==> src/rtl/multi_cycle_control_fsm.sv <==
// Main sequencer of the multi-cycle RV32I CPU: walks IF/ID/EX/MEM/WB and drives the datapath
// controls, memory handshake with timeout, and the sticky ECALL/timeout halt.
module multi_cycle_control_fsm #(
    parameter int unsigned STATE_W     = 4,
    parameter int unsigned MEM_TIMEOUT = 64
) (
    input  logic               clk,
    input  logic               reset,
    input  logic [6:0]         opcode,
    input  logic               alu_bcond,
    input  logic               is_halt_ecall,
    input  logic               mem_ready,
    output logic               pc_write,
    output logic               pc_source,
    output logic               i_or_d,
    output logic               mem_read,
    output logic               mem_write,
    output logic               ir_write,
    output logic               reg_write,
    output logic [1:0]         wb_sel,
    output logic               alu_src_a,
    output logic [1:0]         alu_src_b,
    output logic [1:0]         alu_op,
    output logic               is_halted,
    output logic               mem_fault,
    output logic [STATE_W-1:0] dbg_state
);

    localparam int unsigned WAIT_W = $clog2(MEM_TIMEOUT + 1);

    localparam logic [STATE_W-1:0] S_IF    = STATE_W'(0);
    localparam logic [STATE_W-1:0] S_ID    = STATE_W'(1);
    localparam logic [STATE_W-1:0] S_EX    = STATE_W'(2);
    localparam logic [STATE_W-1:0] S_EX_BR = STATE_W'(3);
    localparam logic [STATE_W-1:0] S_MEM   = STATE_W'(4);
    localparam logic [STATE_W-1:0] S_WB    = STATE_W'(5);
    localparam logic [STATE_W-1:0] S_JUMP  = STATE_W'(6);
    localparam logic [STATE_W-1:0] S_PC4   = STATE_W'(7);
    localparam logic [STATE_W-1:0] S_HALT  = STATE_W'(8);

    localparam logic [6:0] OP_R      = 7'b0110011;
    localparam logic [6:0] OP_I      = 7'b0010011;
    localparam logic [6:0] OP_LOAD   = 7'b0000011;
    localparam logic [6:0] OP_STORE  = 7'b0100011;
    localparam logic [6:0] OP_BRANCH = 7'b1100011;
    localparam logic [6:0] OP_JAL    = 7'b1101111;
    localparam logic [6:0] OP_JALR   = 7'b1100111;

    localparam logic [WAIT_W-1:0] WAIT_LAST = WAIT_W'(MEM_TIMEOUT - 1);

    logic [STATE_W-1:0] state_q, state_d;
    logic [WAIT_W-1:0]  wait_q, wait_d;
    logic               fault_q, fault_d;
    logic               mem_wait;

    always_ff @(posedge clk or posedge reset) begin
        if (reset) begin
            state_q <= S_IF;
            wait_q  <= '0;
            fault_q <= 1'b0;
        end else begin
            state_q <= state_d;
            wait_q  <= wait_d;
            fault_q <= fault_d;
        end
    end

    // Counter only survives while stalled in IF/MEM, so any entry into those states sees zero.
    always_comb begin
        mem_wait = 1'b0;
        wait_d   = '0;
        fault_d  = fault_q;
        if ((state_q == S_IF || state_q == S_MEM) && !mem_ready) begin
            mem_wait = 1'b1;
            if (wait_q != WAIT_LAST) begin
                wait_d = wait_q + WAIT_W'(1);
            end else begin
                fault_d = 1'b1;
            end
        end
    end

    always_comb begin
        state_d   = state_q;
        pc_write  = 1'b0;
        pc_source = 1'b0;
        i_or_d    = 1'b0;
        mem_read  = 1'b0;
        mem_write = 1'b0;
        ir_write  = 1'b0;
        reg_write = 1'b0;
        wb_sel    = 2'd0;
        alu_src_a = 1'b0;
        alu_src_b = 2'd0;
        alu_op    = 2'b00;
        case (state_q)
            S_IF: begin
                mem_read = 1'b1;
                if (mem_ready) begin
                    ir_write = 1'b1;
                    state_d  = S_ID;
                end else if (mem_wait && fault_d && !fault_q) begin
                    state_d = S_HALT;
                end
            end
            S_ID: begin
                alu_src_b = 2'd2;
                if (is_halt_ecall) begin
                    state_d = S_HALT;
                end else begin
                    case (opcode)
                        OP_R, OP_I, OP_LOAD, OP_STORE, OP_JALR: state_d = S_EX;
                        OP_BRANCH:                              state_d = S_EX_BR;
                        OP_JAL:                                 state_d = S_JUMP;
                        default:                                state_d = S_PC4;
                    endcase
                end
            end
            S_EX: begin
                alu_src_a = 1'b1;
                case (opcode)
                    OP_R: begin
                        alu_op  = 2'b10;
                        state_d = S_WB;
                    end
                    OP_I: begin
                        alu_src_b = 2'd2;
                        alu_op    = 2'b10;
                        state_d   = S_WB;
                    end
                    OP_LOAD, OP_STORE: begin
                        alu_src_b = 2'd2;
                        state_d   = S_MEM;
                    end
                    OP_JALR: begin
                        alu_src_b = 2'd2;
                        state_d   = S_JUMP;
                    end
                    default: state_d = S_PC4;
                endcase
            end
            S_EX_BR: begin
                alu_src_a = 1'b1;
                alu_op    = 2'b01;
                if (alu_bcond) begin
                    pc_write  = 1'b1;
                    pc_source = 1'b1;
                    state_d   = S_IF;
                end else begin
                    state_d = S_PC4;
                end
            end
            S_MEM: begin
                i_or_d    = 1'b1;
                mem_read  = (opcode == OP_LOAD);
                mem_write = (opcode == OP_STORE);
                if (mem_ready) begin
                    state_d = (opcode == OP_LOAD) ? S_WB : S_PC4;
                end else if (mem_wait && fault_d && !fault_q) begin
                    state_d = S_HALT;
                end
            end
            S_WB: begin
                reg_write = 1'b1;
                wb_sel    = (opcode == OP_LOAD) ? 2'd1 : 2'd0;
                state_d   = S_PC4;
            end
            S_JUMP: begin
                alu_src_b = 2'd1;
                reg_write = 1'b1;
                wb_sel    = 2'd2;
                pc_write  = 1'b1;
                pc_source = 1'b1;
                state_d   = S_IF;
            end
            S_PC4: begin
                alu_src_b = 2'd1;
                pc_write  = 1'b1;
                state_d   = S_IF;
            end
            S_HALT:  state_d = S_HALT;
            default: state_d = S_IF;
        endcase
        // The register is already back in IF during reset; keep memory and all enables quiet.
        if (reset) begin
            pc_write  = 1'b0;
            mem_read  = 1'b0;
            mem_write = 1'b0;
            ir_write  = 1'b0;
            reg_write = 1'b0;
        end
    end

    assign is_halted = (state_q == S_HALT);
    assign mem_fault = fault_q;
    assign dbg_state = state_q;

endmodule

==> config.mk <==
export PLATFORM = sky130hd
export DESIGN_NAME = multi_cycle_control_fsm
export DESIGN_NICKNAME = d
export VERILOG_FILES = /design/src/rtl/multi_cycle_control_fsm.sv
export SDC_FILE = /design/constraint.sdc
export NUM_CORES = 1
export LEC_CHECK = 0
export BUFFER_PORTS_ARGS = -buffer_cell sky130_fd_sc_hd__buf_2
export CAP_MARGIN = 10
export CORE_UTILIZATION = 47
export DETAILED_ROUTE_END_ITERATION = 6
export PLACE_DENSITY_LB_ADDON = 0.08
export SKIP_LAST_GASP = 1
export SYNTH_ARGS = -nofsm -noshare
export SYNTH_HDL_FRONTEND = slang
export SYNTH_SLANG_ARGS = --single-unit
==> constraint.sdc <==
create_clock -name clk -period 1.9 [get_ports clk]
set_clock_uncertainty 0.05 [all_clocks]
set_input_delay 0.19 -clock clk [delete_from_list [all_inputs] [get_ports clk]]
set_output_delay 0.19 -clock clk [all_outputs]
set_load 0.01 [all_outputs]
* Word level (Yosys, flattened, before mapping) *
Cells that the tools add are included.

word-level totals
  bits in registers = 12
  output and inout bits = 20
  word-level logic and storage cells = 69

cells by class
  $add $sub $neg = 1
  equality and inequality tests = 16
  multiplexer cells = 35
  reductions and logical operators = 14

operators with widths
  kind                                                                   count
  4-bit case mux with 7 select lines                                     1
  7-bit equality test, second input constant                             3
  4-bit by 3-bit equality test with 1-bit output, second input constant  4
  1-bit two-way mux                                                      16
  4-bit two-way mux                                                      4
  7-bit by 6-bit equality test with 1-bit output, second input constant  2
  7-bit two-way mux                                                      2
  2-bit case mux with 3 select lines                                     2
  2-bit OR reduction                                                     5
  3-bit case mux with 3 select lines                                     1
  4-bit by 2-bit equality test with 1-bit output, second input constant  2
  2-bit case mux with 2 select lines                                     2
  7-bit by 1-bit adder with 7-bit output, second input constant          1
  7-bit by 2-bit equality test with 1-bit output, second input constant  1
  7-bit by 5-bit equality test with 1-bit output, second input constant  1
  7-bit by 6-bit != test with 1-bit output, second input constant        1
  2-bit two-way mux                                                      3
  1-bit case mux with 2 select lines                                     3
  5-bit OR reduction                                                     1
  4-bit by 1-bit equality test with 1-bit output, second input constant  1
  4-bit equality test, second input constant                             1
  4-bit logical NOT                                                      1
  4-bit OR reduction                                                     1
  1-bit logical AND                                                      3
  other kinds (3)                                                        4

* Logic depth before layout (Yosys ltp) *
Gate-level depths: netlist of the first run.

  word-level depth = 9
  depth in mapped cells = 5
  gate-level depth less buffers = 5

* Least setup slack after synthesis of the first run *
OpenSTA, ideal clock, no wires.

  kind = register to output
  start = register state_q[3], in the netlist dbg_state[3]
  end = output port alu_op[1]
  arrival time = 1,429 ps
  required time = 1,660 ps
  slack = 231 ps
  stages on the path, launching flop included = 5
  cells stage by stage = dfrtp_1 buf_6 nor4b_1 nand2_1 nor2_1

between the ends
  word-level cells in the longest chain between the ends = 2
  elaborated cells on any way between the ends = 3
  those cells by class = eq/ne (2); mux (1)

ends and longest elaborated chain
  what                                            line  RTL
  start: declaration                              51    logic [STATE_W-1:0] state_q, state_d;
  start signal: assignment                        62    state_q <= state_d;
  4-bit by 2-bit equality test with 1-bit output  96    case (state_q)
  2-bit case mux with 2 select lines (*)          96
  end: declaration                                23    output logic [1:0] alu_op,

Mark *: on every way between the ends. The rest lies on a longest branch, timed or not.

* Worst setup path after layout of the first run *
  start = register state_q[0], in the netlist dbg_state[0]
  end = output port mem_read

between the ends
  word-level cells in the longest chain between the ends = 3
  elaborated cells on any way between the ends = 4
  those cells by class = eq/ne (1); mux (2); reduce/logical (1)

ends and longest elaborated chain
  what                                                                                 line  RTL
  4-bit by 3-bit equality test with 1-bit output or 4-bit logical NOT (tied branches)  96
  1-bit case mux with 2 select lines (*)                                               96
  1-bit two-way mux (*)                                                                185   if (reset) begin
  end: declaration                                                                     16    output logic mem_read,

Marked as above.

==> results_dict.tcl, run 1 <==
set metrics [dict create \
    synth-xor-area-share_pct 5.33 \
    grtUsageTotal_pct 22.7 \
    power.switching_mw 0.559 \
    gr-total-overflow 0 \
    pre_cts_slack_ps 241 \
    numCtsBuffers 3 \
    tritoncts "done" \
    holdCritPathClass "primary input to flip-flop" \
    crit_fanout 9 \
    path_delay_family "flip-flops" \
    synth_top_family_by_area "simple AND/OR/NAND/NOR gates" \
    rsz0062_at_grt "false" \
    multiInputGateArea_um2 492 \
    coreArea_um2 1580 \
    ys_seq_elements 12 \
    worstPathArrival_ps 1520 \
    grt_max_degree 15 \
    power.share.clock_pct 11.1 \
    tns_ps 0 \
    startpoint "dbg_state[0]$_DFF_PP0_" \
    post-route-min-period_ps 1760 \
    drc 3 \
    clockBufferDepth 2 \
    slew_headroom_pct 68.3 \
    dpl.hpwl_um 1470 \
    status "complete, but fails checks" \
    num_rows 14 \
    place.gp.congestion 0.787 \
    syn_inst 94 \
    grt_pass1_wl_um 3130 \
    drtIter0Drc 16 \
    root_buffer "clkbuf_4" \
    path_buf_inv 2 \
    fillers 135 \
    cellPowerDensity_nw_per_um2 1240 \
    combPwrFrac_pct 55.5 \
    hp-start "mem_ready" \
    peakVddDrop_uv 769 \
    crit_type "flip-flop to primary output" \
    port_buffers 31 \
    drt-total-wl_um 1850 \
    fmax_mhz 568 \
    swShare_pct 42.3 \
    antenna_found_initial 0 \
    crit_path_end_kind "primary output" \
    wire_per_inst_um 12.5 \
    synth_edf_count 0 \
    postRouteAntennaNets 0 \
    slew_viol_final 0 \
    timing.final.ws_setup_ps 139 \
    syn-num-nets 107 \
    power_leakage_nw 0.543 \
    vias 825 \
    ys_warn_count 0 \
    ios 32 \
    avgSynthCellArea_um2 8.75 \
    synth_mux_area_share_pct 0 \
    yosysUniqueCellTypes 34 \
    power.internal_mw 0.761 \
    critPathSlowestCell "dfrtp_1" \
    syn_to_final_growth_pct 29.7 \
    power_mw 1.32 \
    synthArstFlopShare_pct 100 \
    layout.nets 147 \
    synth_compound_area_share_pct 15.8 \
    dr.pass1.iters 6 \
    postLayoutCoreUtil_pct 67.6 \
    finalHoldViolations 0 \
    viasPerCell 5.57 \
    layout-drive-gt1-share_pct 37.1 \
    critical-path-max-stage-delay_ps 490 \
    die_h_um 43.8 \
    synthSimpleGateAreaFrac_pct 36.4 \
    synthAdderAreaFrac_pct 1.52 \
    synth_area_um2 822 \
    initial_core_util_pct 52.1 \
    cts_htree_levels 1 \
    die_w_um 43.8 \
    seq_power_share_pct 33.5 \
    die_area_um2 1920 \
    crit_chain "nor3_4 -> buf_4 -> nor3b_1 -> buf_2" \
    reg2reg_from "dbg_state[0]$_DFF_PP0_" \
    finalCritPeriodShare_pct 92.7 \
    cts_sinks 12 \
    cap_violations 0 \
    setup_viol 0 \
    synthFlopType "dfrtp_1" \
    clk_latency_ps 270 \
    worst_pin_slew_ps 471 \
    grt_pass1_vias 721 \
    worstSetupStartpointType "flip-flop" \
    violations "DRC" \
    yosysSeqAreaShare_pct 36.5 \
    cp_data_required_time_ps 1660 \
    antenna_cells 0 \
    final-seq-area_um2 303 \
    path_clk_slew_ps 60 \
]
## registers in the layout, summed over array words and instances, names as in the netlist
register   flops
wait_q         7
dbg_state      4
mem_fault      1
## logic make-up after synthesis
kind of cell	count (synthesis)
XOR/XNOR	5
AO/OA/AOI/OAI	19
buffers and inverters	7
AND/OR/NAND/NOR	50
adder cells (fa/ha/maj)	1
flip-flops	12
## stage by stage
| step | std cells | hold slack [ps] | cell area (um2) |
|---|---|---|---|
| after floorplan | 94 | 13.1 | 822 |
| final | 148 | 161 | 1070 |
| after global placement | 144 | 192 | 1020 |
| after global routing | 148 | 176 | 1070 |
| after detailed placement | 144 | 195 | 1020 |
| after CTS | 148 | 156 | 1060 |
## layout by cell type (no fill, tap or decap)
master | Yosys | layout
nor3b_1 | 3 | 3
buf_4 | 0 | 7
nand2b_1 | 3 | 3
buf_2 | 2 | 31
nor4_1 | 3 | 3
inv_1 | 3 | 3
a21o_1 | 1 | 1
a211o_1 | 2 | 2
o21a_1 | 2 | 2
and3b_1 | 2 | 2
nor3_1 | 4 | 4
a31o_2 | 2 | 2
a211oi_1 | 1 | 1
and2_1 | 2 | 2
xor2_1 | 1 | 1
dlygate4sd3_1 | 0 | 1
ha_1 | 1 | 1
and3_1 | 3 | 3
or4_4 | 1 | 1
nand3_1 | 3 | 3
clkbuf_4 | 0 | 3
o21ai_1 | 1 | 1
o31ai_1 | 2 | 2
a21oi_1 | 3 | 3
nor4b_2 | 0 | 1
nor2b_1 | 3 | 3
xnor2_1 | 4 | 4
nand2_1 | 6 | 6
dfrtp_2 | 0 | 2
o21ai_0 | 3 | 3
nor4b_1 | 2 | 1
dfrtp_1 | 12 | 10
nand2b_2 | 1 | 1
nor2_1 | 10 | 10
nor3_4 | 1 | 1
nand3b_1 | 3 | 3
a22oi_1 | 2 | 2
## final cells by class
type / count / share of cell area [%]
multi-input cells: 75 / 46.1
inverters: 3 / 1.06
well taps: 16 / 1.88
repair buffers: 39 / 20.4
clock buffers: 3 / 2.11
flip-flops and latches: 12 / 28.4
## power by group through the flow
stage | clock network, mW | logic (mW) | registers (mW)
global route | 0.165 | 0.809 | 0.459
CTS | 0.152 | 0.729 | 0.432
detailed placement | 0 | 0.726 | 0.438
global placement | 0 | 0.720 | 0.431
floorplan | 0 | 0.518 | 0.388
finish | 0.146 | 0.732 | 0.442
## path summary, 6_finish.rpt
path | endpoint | slack [ps] | cells past startpoint
max in group asynchronous | dbg_state[3]$_DFF_PP0_ | 1160 | 4
max reg2reg | dbg_state[2]$_DFF_PP0_ | 220 | 4
min reg2reg | wait_q[0]$_DFF_PP0_ | 410 | 1
min in group asynchronous | dbg_state[2]$_DFF_PP0_ | 460 | 4
max | mem_read | 140 | 4
min | dbg_state[0]$_DFF_PP0_ | 160 | 3
## synth_stat cells (3+ instances only)
library cell   n  area (um2)
dfrtp_1       12         300
nor2_1        10        37.5
nand2_1        6        22.5
nor3_1         4        20.0
xnor2_1        4        35.0
a21oi_1        3        15.0
and3_1         3        18.8
inv_1          3        11.3
nand2b_1       3        18.8
nand3_1        3        15.0
nand3b_1       3        22.5
nor2b_1        3        18.8
nor3b_1        3        22.5
nor4_1         3        18.8
o21ai_0        3        15.0
## worst reg2reg max path: stages, from the launching register on
cell,delay [ps]
dfrtp_1,490
nor3_4,250
nand2b_2,100
or4_4,490
a21o_1,190
## layer usage
metal / GRT usage, % / routed length (um) / share of wire, % / up-vias
li1: - / - / - / 415
met1: 29.5 / 871 / 47 / 372
met2: 34.0 / 818 / 44 / 33
met3: 7.92 / 134 / 7.2 / 5
met4: 10.0 / 29 / 1.6 / 0
met5: 0 / 0 / 0 / -
## timing repair
item,CTS,global route
setup endpoints to repair,0,3
resized for setup,0,3
hold endpoints to repair,12,0
buffers inserted,0,0
hold buffers,1,0
(Power assumes the default switching activity.)
==> run 2, diff against run 1 <==
CORE_MARGIN = 2   (was default)
CORE_UTILIZATION = 49   (was 47)
CTS_BUF_LIST = sky130_fd_sc_hd__clkbuf_4 sky130_fd_sc_hd__clkbuf_8   (was default)
RECOVER_POWER = 50   (was default)
==> run 2 against run 1 <==
Compared with the run above: critical endpoint is now pc_source; the run now ends clean; sequential power shrank 11%; critical path type unchanged; critical path depth grew 1; worst hold slack better by 15 ps; largest cell class unchanged; routed wire length increased by 0.38%; flip-flop and latch count unchanged.
==> results_dict.tcl, run 2 (same netlist as run 1, synthesis figures left out) <==
set metrics [dict create \
    slew_viol_final 0 \
    clockBufferDepth 2 \
    path_clk_slew_ps 70 \
    grt_pass1_vias 697 \
    placedInstanceArea_um2 1010 \
    post-route-min-period_ps 1760 \
    grtUsageTotal_pct 20.1 \
    initial_core_util_pct 53.3 \
    drc 0 \
    tritoncts "done" \
    numCtsBuffers 3 \
    drt-total-wl_um 1860 \
    coreArea_um2 1540 \
    fmax_mhz 569 \
    worstPathArrival_ps 1520 \
    port_buffers 31 \
    grt_pass1_wl_um 2990 \
    cp_data_required_time_ps 1660 \
    worst_pin_slew_ps 622 \
    place.gp.congestion 0.806 \
    fin_area_um2 1060 \
    setup_viol 0 \
    postRouteAntennaNets 0 \
    dpl.hpwl_um 1450 \
    finalCritPeriodShare_pct 92.5 \
    cellPowerDensity_nw_per_um2 1280 \
    viasPerCell 5.65 \
    placed_cells 142 \
    finalHoldViolations 0 \
    antenna_found_initial 0 \
    vias 830 \
    regMostFlops "wait_q" \
    holdCritPathClass "primary input to flip-flop" \
    mostFrequentLayoutCell "buf_2" \
    cap_violations 0 \
    power_leakage_nw 0.533 \
    final_cell_mix "buf_2 (28), dfrtp_1 (11), nor2_1 (10)" \
    die_area_um2 2020 \
    cts_htree_levels 1 \
    die_h_um 45.0 \
    root_buffer "clkbuf_4" \
    antenna_cells 0 \
    finalNonFillerCells 147 \
    die_w_um 45.0 \
    layout.nets 145 \
    num_rows 14 \
    clk_latency_ps 270 \
    layout-drive-gt1-share_pct 33.6 \
    status "finished, final reports clean" \
    peakVddDrop_uv 849 \
    cts_sinks 12 \
    worstSetupStartpointType "flip-flop" \
    slew_headroom_pct 58.5 \
    crit_type "flip-flop to primary output" \
    ios 32 \
    largest_reg_flops 7 \
    grt_max_degree 15 \
    syn_to_final_growth_pct 29.1 \
    gr-total-overflow 0 \
    wire_per_inst_um 12.7 \
    crit_fanout 7 \
    dr.pass1.iters 4 \
    rsz0062_at_grt "true" \
    drtIter0Drc 16 \
    crit_path_end_kind "primary output" \
]
## run 2: cell count changes in the layout (fill, tap and decap cells not counted), sizes merged
cell / previous run / this run
buf: 38 / 32
clkbuf: 3 / 8
## run 2: metrics by stage
step / setup TNS, ps / hold WS (ps) / power, mW / setup WS, ps / util, %
floorplan: 0 / 13.1 / 0.907 / 231 / -
global placement: 0 / 206 / 1.14 / 276 / 65.5
detailed placement: 0 / 207 / 1.15 / 230 / 65.5
CTS: 0 / 178 / 1.35 / 19.8 / 68.5
global route: -14.1 / 201 / 1.47 / -14.1 / 68.8
finish: 0 / 176 / 1.36 / 143 / 68.8
## run 2: final timing paths
path                                           to  slack, ps  cells after the start                   start
setup / recovery                        pc_source        140                      5  dbg_state[3]$_DFF_PP0_
hold / removal             dbg_state[0]$_DFF_PP0_        180                      3               opcode[3]
setup reg to reg           dbg_state[2]$_DFF_PP0_        210                      5     wait_q[0]$_DFF_PP0_
hold reg to reg               wait_q[0]$_DFF_PP0_        410                      1     wait_q[0]$_DFF_PP0_
max in group asynchronous  dbg_state[2]$_DFF_PP0_        710                      4                   reset
min in group asynchronous     wait_q[6]$_DFF_PP0_        660                      4                   reset
## run 2: cell type report
cell class                 instances  area [um2]
multi-input combinational         75         497
clock buffer                       4        36.3
timing repair buffer              37         195
fill                             144         480
tap                               16        20.0
inverter                           3        11.3
sequential                        12         302
## run 2: what timing repair did
item | 4_1_cts | 5_1_grt
hold endpoints to repair | 12 | 0
resized for setup | 0 | 3
endpoints found under the setup margin | 0 | 2
setup buffers | 0 | 0
hold buffers | 1 | 0
## run 2: critical path, stage by stage (launching register included)
cell and delay [ps]:
dfrtp_1 460, buf_4 190, nand2b_1 150, nor2_1 150
a31o_2 170, buf_2 120
## run 2: routing by layer
layer / global-route usage, % / vias up / part of all wire [%]
li1: - / 414 / -
met1: 29.2 / 385 / 49
met2: 30.9 / 31 / 45
met3: 7.20 / 0 / 5.9
met4: 0 / 0 / 0
met5: 0 / - / 0
## run 2: where the power goes
part           total [mW]  leakage (nW)  internal [mW]  switching, mW
clock network       0.192        0.0210          0.116         0.0761
registers           0.394         0.155          0.310         0.0837
logic               0.771         0.357          0.358          0.413
total                1.36         0.533          0.784          0.573
==> run 3, diff against run 2 <==
ABC_AREA = 1   (was default)
CORE_UTILIZATION = 51   (was 49)
SETUP_SLACK_MARGIN = 0.1   (was default)
==> run 3 against run 2 <==
Compared with the run above: synthesized area rose by 8.4%; first-iteration DRC count did not move; power fell by 2.2%; clock power rose by 4%; critical path depth did not move; critical endpoint is now mem_write; register-to-register slack improved by 100 ps; setup slack improved by 2.7 ps; routed wire length rose by 7.3%; sequential share of layout area fell by 1.7 points; worst hold slack got worse by 4.0 ps.
==> results_dict.tcl, run 3 <==
set metrics [dict create \
    gr-total-overflow 0 \
    wl_met3_um 77 \
    drtIter0Drc 16 \
    top_layer_used "met4" \
    worstPathArrival_ps 1510 \
    dpl.hpwl_um 1660 \
    synth_edf_count 0 \
    final-seq-area_um2 300 \
    avgSynthCellArea_um2 6.80 \
    clockBufferDepth 2 \
    initial_core_util_pct 52.7 \
    antenna_found_initial 0 \
    status "finished, final reports clean" \
    drc 0 \
    multiInputGateArea_um2 494 \
    cts_htree_levels 1 \
    synth_top_area_cell "dfrtp_1" \
    wire_per_inst_um 10.7 \
    ys_warn_count 0 \
    crit_chain "nor2_4 -> nand2_1 -> nor2_4 -> and3_1 -> buf_2" \
    peakVddDrop_uv 633 \
    syn_inst 131 \
    synthFlopType "dfrtp_1" \
    synth_area_leaders "dfrtp_1 (34%), nand3_1 (11%), nand2_1 (9.7%)" \
    vias 936 \
    cap_violations 0 \
    crit_path_end_kind "primary output" \
    ios 32 \
    synthArstFlopShare_pct 100 \
    yosysSeqAreaShare_pct 33.7 \
    slew_headroom_pct 58.1 \
    grt_max_degree 13 \
    synthMostInstantiatedCell "nand2_1" \
    largest_reg_flops 7 \
    syn_to_final_growth_pct 26.1 \
    setup_viol 0 \
    fillers 182 \
    antenna_cells 0 \
    root_buffer "clkbuf_4" \
    cpMostUsedCell "nor2_4" \
    die_area_um2 2100 \
    holdCritPathClass "primary input to flip-flop" \
    path_buf_inv 1 \
    path_clk_slew_ps 70 \
    num_rows 15 \
    syn-num-nets 144 \
    coreArea_um2 1690 \
    slew_viol_final 0 \
    tritoncts "done" \
    worst_pin_slew_ps 629 \
    critPathSlowestCell "dfrtp_1" \
    power_leakage_nw 0.631 \
    tns_ps 0 \
    layout.nets 183 \
    grt_pass1_vias 812 \
    dr.pass1.iters 4 \
    synthTopCellsByCount "nand2_1 (23), inv_1 (21), nor2_1 (21)" \
    die_w_um 45.8 \
    layout-drive-gt1-share_pct 29.6 \
    finalHoldViolations 0 \
    post-route-min-period_ps 1750 \
    cts_sinks 12 \
    port_buffers 31 \
    synth_area_um2 891 \
    ys_seq_elements 12 \
    final_cell_mix "buf_2 (26), nand2_1 (24), inv_1 (22)" \
    critical-path-max-stage-delay_ps 470 \
    place.gp.congestion 0.806 \
    clk_latency_ps 280 \
    finalCritPeriodShare_pct 92.4 \
    crit_fanout 6 \
    mostFrequentLayoutCell "buf_2" \
    numCtsBuffers 3 \
    regMostFlops "wait_q" \
    path_delay_family "simple AND/OR/NAND/NOR gates" \
    worstSetupStartpointType "flip-flop" \
    cp_data_required_time_ps 1660 \
    fmax_mhz 570 \
    die_h_um 45.8 \
    grtUsageTotal_pct 22.0 \
    yosysUniqueCellTypes 24 \
    dr_wl_met2_um 941 \
    wl_met1_um 938 \
    postRouteAntennaNets 0 \
    postLayoutCoreUtil_pct 66.5 \
    drt-total-wl_um 2000 \
    crit_type "flip-flop to primary output" \
    viasPerCell 5.03 \
    cellPowerDensity_nw_per_um2 1180 \
    netlist.area_leader.share_pct 33.7 \
    rsz0062_at_grt "false" \
    grt_pass1_wl_um 3320 \
]
-- run 3: cell count changes after synthesis, sizes merged, moves of 3 or more --
cell	change
nand3b	-3
nor3	-3
inv	+24
buf	-3
nand2	+20
nor2b	-3
nand3	+18
nand2b	-4
nor4	-3
xnor2	-4
nor2	+15
-- run 3: cell type report --
| cell class | instances | area share (%) |
|---|---|---|
| multi-input cells | 92 | 44.0 |
| flip-flops and latches | 12 | 26.7 |
| repair buffers | 34 | 15.1 |
| inverters | 27 | 9.02 |
| clock buffers | 4 | 3.23 |
| well taps | 17 | 1.89 |
-- run 3: logic make-up (layout without fill, tap and decap cells) --
| logic type | Yosys count | in the layout | synth area share [%] |
|---|---|---|---|
| AND/OR/NAND/NOR | 79 | 79 | 44.7 |
| buffers and inverters | 27 | 65 | 11.4 |
| flip-flops | 12 | 12 | 33.7 |
| AO/OA/AOI/OAI | 11 | 11 | 7.86 |
| adder cells (fa/ha/maj) | 1 | 1 | 1.40 |
| XOR/XNOR | 1 | 1 | 0.983 |
-- run 3: metal layers --
| layer | GRT usage [%] | vias up |
|---|---|---|
| met2 | 35.5 | 20 |
| li1 | - | 490 |
| met1 | 28.7 | 419 |
| met5 | 0 | - |
| met3 | 5.95 | 7 |
| met4 | 6.86 | 0 |
-- run 3: what timing repair did --
| item | CTS | global route |
|---|---|---|
| hold buffers | 1 | 0 |
| endpoints found under the setup margin | 0 | 4 |
| hold endpoints to repair | 12 | 0 |
| resized for setup | 0 | 5 |
| setup buffers | 0 | 1 |
-- run 3: tightest hold or removal path: stages --
cell	delay, ps
buf_2	110
nand4_1	80
nand3_1	70
-- run 3: power breakdown --
part	total, mW	leakage (nW)	switching [mW]	internal, mW
Clock	0.200	0.0210	0.0837	0.117
Combinational	0.745	0.454	0.469	0.275
Sequential	0.382	0.156	0.0737	0.308
Total	1.33	0.631	0.627	0.700
-- run 3: worst paths after layout --
check	startpoint	to	slack [ps]	depth (start not counted)
min	is_halt_ecall	dbg_state[3]$_DFF_PP0_	170	3
max	dbg_state[0]$_DFF_PP0_	mem_write	150	5
max in group asynchronous	reset	wait_q[6]$_DFF_PP0_	740	4
min reg2reg	wait_q[0]$_DFF_PP0_	wait_q[0]$_DFF_PP0_	420	1
min in group asynchronous	reset	wait_q[0]$_DFF_PP0_	660	4
max reg2reg	dbg_state[0]$_DFF_PP0_	dbg_state[2]$_DFF_PP0_	310	6
-- run 3: per-stage QoR --
step	cells	setup slack (ps)	hold slack [ps]	instance area, um2	total power, mW
2_1_floorplan	131	450	13.0	891	0.895
3_3_place_gp	180	474	209	1070	1.10
3_5_place_dp	180	357	213	1070	1.12
4_1_cts	185	135	165	1120	1.33
5_1_grt	186	54.1	170	1120	1.45
6_report	186	145	172	1120	1.33
